--- config.mk ---
export PLATFORM = sky130hd
export DESIGN_NAME = clk_div_multi
export DESIGN_NICKNAME = d
export VERILOG_FILES = /design/src/rtl/clk_div_multi.sv
export SDC_FILE = /design/constraint.sdc
export NUM_CORES = 1
export LEC_CHECK = 0
export CORE_MARGIN = 3
export CORE_UTILIZATION = 58
export CTS_BUF_LIST = sky130_fd_sc_hd__clkbuf_8
export DETAILED_ROUTE_END_ITERATION = 12
export PLACE_DENSITY_LB_ADDON = 0.25
export SYNTH_ARGS = -nofsm -noshare
export SYNTH_HDL_FRONTEND = slang
export SYNTH_SLANG_ARGS = --single-unit
--- constraint.sdc ---
create_clock -name clk -period 4.02 [get_ports clk]
set_input_delay 0.402 -clock clk [delete_from_list [all_inputs] [get_ports clk]]
set_output_delay 0.402 -clock clk [all_outputs]
set_load 0.005 [all_outputs]
--- src/rtl/clk_div_multi.sv ---
// Multi-channel programmable clock divider: each channel emits a 50% duty square wave with a
// runtime-writable half-period divisor, plus a one-cycle tick on every rising output edge.
module clk_div_multi #(
    parameter int unsigned NUM_CH  = 4,
    parameter int unsigned CNT_W   = 26,
    parameter int unsigned DEF_DIV = 50000000,
    parameter int unsigned CH_W    = 2
) (
    input  logic              clk,
    input  logic              rst,
    input  logic              wr_en,
    input  logic [CH_W-1:0]   wr_ch,
    input  logic [CNT_W-1:0]  wr_div,
    input  logic [NUM_CH-1:0] ch_en,
    input  logic              sync,
    output logic [NUM_CH-1:0] clk_out,
    output logic [NUM_CH-1:0] tick
);

    localparam logic [CNT_W-1:0] DefDiv = CNT_W'(DEF_DIV);

    logic [CNT_W-1:0]  div_q   [NUM_CH];
    logic [CNT_W-1:0]  div_d   [NUM_CH];
    logic [CNT_W-1:0]  cnt_q   [NUM_CH];
    logic [CNT_W-1:0]  cnt_d   [NUM_CH];
    logic [CNT_W-1:0]  eff_div [NUM_CH];
    logic [NUM_CH-1:0] clk_out_q, clk_out_d;
    logic [NUM_CH-1:0] tick_q, tick_d;
    logic [NUM_CH-1:0] wr_hit;

    always_comb begin
        clk_out_d = clk_out_q;
        tick_d    = '0;
        wr_hit    = '0;
        for (int i = 0; i < NUM_CH; i++) begin
            div_d[i]   = div_q[i];
            cnt_d[i]   = cnt_q[i];
            // Only indices below NUM_CH can match, so out-of-range writes fall through.
            wr_hit[i]  = wr_en && (wr_ch == CH_W'(i));
            eff_div[i] = (div_q[i] == '0) ? CNT_W'(1) : div_q[i];

            if (wr_hit[i]) begin
                div_d[i] = wr_div;
            end

            if (sync || !ch_en[i]) begin
                cnt_d[i]     = '0;
                clk_out_d[i] = 1'b0;
            end else if (wr_hit[i]) begin
                // Restart the half-period from the new divisor; output level is held.
                cnt_d[i] = '0;
            end else if (cnt_q[i] >= eff_div[i] - CNT_W'(1)) begin
                cnt_d[i]     = '0;
                clk_out_d[i] = ~clk_out_q[i];
                tick_d[i]    = ~clk_out_q[i];
            end else begin
                cnt_d[i] = cnt_q[i] + CNT_W'(1);
            end
        end
    end

    always_ff @(posedge clk) begin
        if (rst) begin
            for (int i = 0; i < NUM_CH; i++) begin
                div_q[i] <= DefDiv;
                cnt_q[i] <= '0;
            end
            clk_out_q <= '0;
            tick_q    <= '0;
        end else begin
            for (int i = 0; i < NUM_CH; i++) begin
                div_q[i] <= div_d[i];
                cnt_q[i] <= cnt_d[i];
            end
            clk_out_q <= clk_out_d;
            tick_q    <= tick_d;
        end
    end

    assign clk_out = clk_out_q;
    assign tick    = tick_q;

endmodule

==> impl_metrics.csv, run 1 <==
group,metric,value,unit
global_routing,grt_usage,26.2,%
power_and_ir_drop,p_int,0.00356,W
yosys,synth_most_common_cell,"nand2_1",
global_routing,grt_pass1_wl,51300,um
run_status,outcome,"finished with violations",
worst_setup_path,crit_type,"reg2reg",
yosys,syn_inst,1526,
layout,layout-drive-gt1-share,24.0,%
die,initial_core_util,60.1,%
place,placed_area,14200,um^2
run_status,violations,"setup timing",
worst_setup_path,crit_fanout,7,
yosys,synthTopCellsByCount,"nand2_1, dfxtp_1, nor2_1",
place,place_ws,-0.110,ns
global_routing,grt_max_degree,105,
global_routing,gr-total-overflow,0,
sta,tns,-12.86,ns
power_and_ir_drop,peakVddDrop,0.287,mV
power_and_ir_drop,p_comb_share,12.8,%
place,gp_congestion,0.877,
clock_tree,cts.reportedPaths.clkPinSlew,0.06,ns
sta,tightest_slew,1.02,ns
die,num_rows,52,
power_and_ir_drop,switchingPower,0.00128,W
detailed_routing,dr.max_layer_used,"met4",
sta,min_period,4.30,ns
die,core,20600,um^2
yosys,yosysTopAreaCell,"dfxtp_1",
sta,worst_slack,-0.281,ns
die,die-area,23100,um^2
sta,slew_violations,0,
detailed_routing,drtPass1Iterations,6,
layout,design_area,16200,um^2
detailed_routing,met1Wirelength,14100,um
layout,fillers,1386,
layout,nets,1887,
yosys,synthFlopType,"dfxtp_1",
detailed_routing,met2WireLength,17000,um
sta,fmax,0.232,GHz
layout,syn2layout_area_growth,30.9,%
run,maxCapViolCount,0,
power_and_ir_drop,p_seq_share,45.9,%
yosys,synth_seq_cells,216,
clock_tree,cts_sinks,216,
yosys,syn-num-nets,1674,
die,io_pins,44,
sta,slew_headroom,32.3,%
yosys,netlist.area_leader.share,35.0,%
sta,fin_worst_skew,0.0139,ns
worst_setup_path,start_kind,"flip-flop",
place,hpwlAfterDp,22700,um
sta,hold_ws,0.386,ns
worst_setup_path,critPathRequiredTime,4.49,ns
clock_tree,cts_max_level,2,
yosys,ys.warnings.count,0,
detailed_routing,drc,0,
global_routing,antenna_found_initial,0,
sta,min_period_over_period,107,%
layout,num_antenna_cells,0,
yosys,avgSynthCellArea,8.09,um^2
power_and_ir_drop,p_clk_share,41.3,%
clock_tree,cts_buffers,38,
clock_tree,clock_latency,0.54,ns
die,die-width,152,um
yosys,ys_async_sr_fraction,0,%
worst_setup_path,cp.arrival,4.78,ns
detailed_routing,routedWlPerCell,16.9,um
sta,setup_viol,80,
detailed_routing,drt_iter0_drc,684,
sta,rsz0062_at_grt,"yes",
detailed_routing,routed-via-count,11701,
power_and_ir_drop,power_switching_share,26.4,%
clock_tree,cts_tree,"yes",
yosys,synth-edff-count,0,
worst_setup_path,critPathCaptureType,"flip-flop",
detailed_routing,ant_nets,0,
power_and_ir_drop,power.leakage,6.39,nW
place,numPortBuffers,43,
sta,final_hold_viol_count,0,
detailed_routing,route.met3.wl,2160,um
yosys,syn_area,12300,um^2
yosys,synth_seq_area_share,35.0,%
power_and_ir_drop,p_per_area,300,nW/um^2
detailed_routing,viasPerCell,5.75,
global_routing,grt_pass1_vias,10856,
min_path,hold_class,"in2reg",
clock_tree,clock_path_buffers,3,
yosys,synth.area.top_cells,"dfxtp_1, ha_1, nand2_1, xnor2_1, nor2_1",
clock_tree,root_buffer,"clkbuf_8",
yosys,ys_types,64,
detailed_routing,totalWireLength,34400,um
die,die_y,152,um
state kept, by name (all words and copies together) (netlist names):
| register | count |
|---|---|
| cnt_q | 104 |
| div_q | 104 |
| clk_out | 4 |
| tick | 4 |
worst max-delay path, stage by stage, from the launching register on:
cell	delay, ns
dfxtp_1	0.31
or4_4	0.55
nor4b_4	0.30
nand3_1	0.16
nor2_1	0.15
nor2_1	0.07
ha_2	0.19
nand2b_4	0.07
nor4_2	0.05
nand2b_1	0.14
buf_4	0.13
buf_4	0.09
buf_4	0.10
nor2_1	0.04
xnor2_1	0.12
ha_1	0.30
nand4_1	0.14
a21oi_1	0.08
a2111o_1	0.41
a41oi_2	0.28
nand4_4	0.22
buf_8	0.21
nor2_2	0.11
per-layer routing:
layer	track usage (%)	vias up
met2	46.3	354
met1	32.5	5549
met3	4.61	107
li1	-	5691
met4	8.22	0
met5	0	-
cell usage in the layout, fill, tap and decap left out, types with 4 or more instances in the layout:
| master | instances |
|---|---|
| a21o_1 | 12 |
| a21oi_1 | 90 |
| a21oi_2 | 8 |
| and3_1 | 21 |
| and4_1 | 9 |
| buf_12 | 4 |
| buf_4 | 159 |
| buf_6 | 5 |
| clkbuf_16 | 7 |
| clkbuf_8 | 46 |
| clkdlybuf4s50_1 | 42 |
| dfxtp_1 | 190 |
| dfxtp_2 | 26 |
| ha_1 | 108 |
| inv_1 | 40 |
| nand2_1 | 284 |
| nand2b_1 | 9 |
| nand2b_4 | 4 |
| nand3_1 | 56 |
| nand3b_1 | 52 |
| nand4_1 | 30 |
| nor2_1 | 97 |
| nor2_2 | 32 |
| nor2_4 | 62 |
| nor2b_1 | 5 |
| nor3_1 | 31 |
| nor3_2 | 7 |
| nor3_4 | 4 |
| nor4_1 | 22 |
| nor4_4 | 7 |
| o211ai_1 | 4 |
| o21ai_0 | 13 |
| or3_1 | 8 |
| or3_4 | 7 |
| or4_1 | 4 |
| or4_4 | 7 |
| xnor2_1 | 109 |
| xor2_1 | 73 |
through the flow:
step | instances | util (%) | total power [W]
finish | 2034 | 78.6 | 0.00484
global route | 2034 | 78.6 | 0.00503
CTS | 2007 | 73.1 | 0.00479
detailed placement | 1933 | 68.9 | 0.00280
global placement | 1933 | 68.9 | 0.00278
floorplan | 1526 | - | 0.00257
kinds of logic (layout without fill, tap and decap cells):
logic type	Yosys count	count (layout)	share of synthesized area, %
flip-flops	216	216	35.0
AO/OA/AOI/OAI	158	158	7.48
XOR/XNOR	184	184	13.1
buffers and inverters	71	309	2.18
AND/OR/NAND/NOR	785	785	30.9
adder cells (fa/ha/maj)	112	112	11.3
final cells by class:
| class | count | area (um^2) | area share [%] |
|---|---|---|---|
| Sequential cell | 216 | 4360 | 27.0 |
| Tap cell | 270 | 338 | 2.09 |
| Clock buffer | 46 | 633 | 3.92 |
| Timing Repair Buffer | 219 | 1950 | 12.0 |
| Multi-Input combinational cell | 1239 | 8690 | 53.8 |
| Clock inverter | 19 | 104 | 0.643 |
| Inverter | 25 | 93.8 | 0.581 |
power by group through the flow:
| stage | Clock [W] | Combinational, W | Sequential [W] |
|---|---|---|---|
| CTS | 0.00203 | 0.000546 | 0.00222 |
| detailed placement | 0 | 0.000534 | 0.00227 |
| global placement | 0 | 0.000516 | 0.00227 |
| floorplan | 0 | 0.000295 | 0.00228 |
| global route | 0.00213 | 0.000670 | 0.00223 |
| finish | 0.00200 | 0.000619 | 0.00223 |
final timing paths:
kind	startpoint	endpoint	slack, ns	cells after the start
worst max-delay path	div_q[1][16]	cnt_q[1][10]	-0.28	22
worst min-delay path	rst	clk_out[1]	0.39	5
worst max register to register	div_q[1][16]	cnt_q[1][10]	-0.28	22
worst min register to register	clk_out[0]	tick[0]	0.46	1
repair_timing:
action | in CTS | in global routing
gates resized for setup | 14 | 214
hold buffers | 0 | 0
setup buffers | 8 | 20
endpoints found under the setup margin | 89 | 110
gates cloned | 1 | 9
pin swaps | 14 | 96
(Power assumes the default switching activity.)
==> run 2, diff against run 1 <==
--- a/config.mk
+++ b/config.mk
@@ -5,7 +5,7 @@
 export SDC_FILE = /design/constraint.sdc
 export NUM_CORES = 1
 export LEC_CHECK = 0
-export CORE_MARGIN = 3
+export CORE_MARGIN = 2
 export CORE_UTILIZATION = 58
 export CTS_BUF_LIST = sky130_fd_sc_hd__clkbuf_8
 export DETAILED_ROUTE_END_ITERATION = 12
==> run 2 against run 1 <==
The run still ends with setup timing left. Global-route usage up 3.0 points. Die area fell by 2.6%. Via count up 1.4%. Critical path depth decreased by 1. Worst setup slack worse by 0.019 ns. Critical path type unchanged. Critical endpoint is now clk_out[1]. Largest power group unchanged. Highest routed layer is now met5.
==> impl_metrics.csv, run 2 (synthesis gave the netlist of run 1 again) <==
group,metric,value,unit
power_and_ir_drop,peakVddDrop,0.240,mV
worst_setup_path,cp.arrival,4.79,ns
place,place_ws,-0.187,ns
sta,min_period,4.32,ns
clock_tree,root_buffer,"clkbuf_8",
place,gp_congestion,0.864,
detailed_routing,totalWireLength,35900,um
die,die-width,150,um
layout,final_cells,2048,
die,initial_core_util,58.9,%
sta,final_hold_viol_count,0,
die,die_y,150,um
worst_setup_path,start_kind,"flip-flop",
power_and_ir_drop,p_per_area,297,nW/um^2
layout,reg_top3,"cnt_q: 104 flops, div_q: 104 flops",
global_routing,grt_pass1_vias,11287,
detailed_routing,routedWlPerCell,17.5,um
clock_tree,cts_tree,"yes",
clock_tree,clock_latency,0.54,ns
layout,layout-drive-gt1-share,24.6,%
clock_tree,cts.reportedPaths.clkPinSlew,0.06,ns
worst_setup_path,rr_startpoint,"div_q[1][19]",
min_path,hold_class,"in2reg",
worst_setup_path,crit_fanout,4,
sta,setup_viol,107,
detailed_routing,routed-via-count,11860,
worst_setup_path,reg2reg_to,"clk_out[1]",
layout,syn2layout_area_growth,32.7,%
global_routing,gr-total-overflow,0,
sta,rsz0062_at_grt,"yes",
detailed_routing,ant_nets,0,
clock_tree,clock_path_buffers,3,
die,core,21000,um^2
detailed_routing,drc,0,
sta,fmax,0.231,GHz
clock_tree,cts_sinks,216,
clock_tree,cts_max_level,2,
clock_tree,holdBufCountCts,0,
sta,slew_headroom,31.6,%
die,io_pins,44,
power_and_ir_drop,switchingPower,0.00129,W
global_routing,grt_usage,29.2,%
power_and_ir_drop,power.leakage,6.48,nW
layout,utilization,78.2,%
power_and_ir_drop,p_clk_share,41.4,%
sta,slew_violations,0,
sta,tightest_slew,1.03,ns
place,hpwlAfterDp,22600,um
min_path,min_from,"rst",
min_path,min_to,"clk_out[1]",
sta,worst_slack,-0.301,ns
worst_setup_path,critPathRequiredTime,4.48,ns
place,placedCellCount,1933,
worst_setup_path,r2r_cells,21,
power_and_ir_drop,p_int,0.00358,W
worst_setup_path,crit_type,"reg2reg",
detailed_routing,drtPass1Iterations,5,
layout,num_antenna_cells,0,
worst_setup_path,critPathCaptureType,"flip-flop",
detailed_routing,drt_iter0_drc,675,
sta,fin_worst_skew,0.0190,ns
power_and_ir_drop,p_seq_share,45.7,%
clock_tree,cts_buffers,38,
run_status,violations,"setup timing",
global_routing,grt_pass1_wl,53400,um
die,num_rows,53,
sta,min_period_over_period,107,%
global_routing,grt_max_degree,105,
run,maxCapViolCount,0,
layout,nets,1895,
detailed_routing,viasPerCell,5.79,
place,numPortBuffers,43,
power_and_ir_drop,power_switching_share,26.6,%
min_path,hold_depth,5,
layout,layout_common_cells,"nand2_1, dfxtp_1, buf_4",
layout,final_common_cell,"nand2_1",
power_and_ir_drop,p_comb_share,12.9,%
die,die-area,22500,um^2
worst_setup_path,r2r_setup_slack,-0.30,ns
run_status,outcome,"finished with violations",
global_routing,antenna_found_initial,1,
run 2: cell types whose count changed in the layout (fill, tap and decap cells not counted), sizes merged:
| cell | change |
|---|---|
| clkinv | +1 |
| clkbuf | +2 |
| inv | -2 |
| buf | +10 |
| clkinvlp | -1 |
| bufinv | -1 |
run 2: how the worst max path moves through the flow:
stage                            start            to  slack, ns  cells past startpoint
after global placement    div_q[3][11]  cnt_q[3][18]      -0.05                     17
after detailed placement  div_q[1][22]   cnt_q[1][2]      -0.19                     22
final                     div_q[1][19]    clk_out[1]      -0.30                     21
after CTS                 div_q[1][19]    clk_out[1]      -0.11                     22
after global routing      div_q[1][19]    clk_out[1]      -0.53                     21
after floorplan           div_q[2][16]  cnt_q[2][15]      -0.11                     20
run 2: per-stage QoR:
| stage | hold slack [ns] | area [um^2] | TNS (ns) | power [W] |
|---|---|---|---|---|
| global route | 0.334 | 16400 | -35.12 | 0.00505 |
| global placement | 0.436 | 14200 | -0.767 | 0.00278 |
| CTS | 0.302 | 15400 | -0.600 | 0.00483 |
| floorplan | 0.426 | 12600 | -2.29 | 0.00257 |
| detailed placement | 0.464 | 14200 | -9.37 | 0.00280 |
| finish | 0.359 | 16400 | -14.45 | 0.00487 |
run 2: final cells by class:
cell class                      count  area (um^2)
Fill cell                        1375         4570
Clock buffer                       50          688
Clock inverter                     16         63.8
Sequential cell                   216         4360
Multi-Input combinational cell   1239         8780
Tap cell                          275          344
Timing Repair Buffer              227         2050
Inverter                           25         93.8
run 2: worst max-delay path, cell delays in order, from the launching register on:
cell and delay (ns):
dfxtp_2 0.32, or4_4 0.55, nor4b_4 0.26, nand3_1 0.14, nor2_1 0.11, nor2_1 0.07, ha_2 0.21, nand2b_4 0.09
nor4_4 0.04, nand2b_1 0.14, nand2b_4 0.18, nor2_4 0.05, nand3b_1 0.12, xor2_1 0.09, ha_1 0.30, nand4_1 0.20
or3_1 0.46, o211ai_1 0.19, a41oi_4 0.08, buf_6 0.15, or3_4 0.35, a21oi_1 0.14
run 2: timing repair:
action | 4_1_cts | 5_1_grt
endpoints found under the hold margin | 0 | 0
pin swaps | 49 | 94
setup endpoints to repair | 98 | 112
buffers inserted | 21 | 18
cloned | 4 | 8
gates resized for setup | 61 | 184
run 2: routing by layer:
layer,GRT usage [%],wire length [um],vias to the layer above
met5,0,13,-
met4,11.2,1710,2
met3,5.30,2220,136
met2,51.3,17600,419
met1,35.4,14400,5589
li1,-,-,5714
run 2: power groups by stage:
stage | combinational (W) | clock (W) | sequential [W]
6_report | 0.000628 | 0.00202 | 0.00223
5_1_grt | 0.000679 | 0.00214 | 0.00223
4_1_cts | 0.000567 | 0.00204 | 0.00222
3_5_place_dp | 0.000532 | 0 | 0.00227
3_3_place_gp | 0.000516 | 0 | 0.00227
2_1_floorplan | 0.000295 | 0 | 0.00228
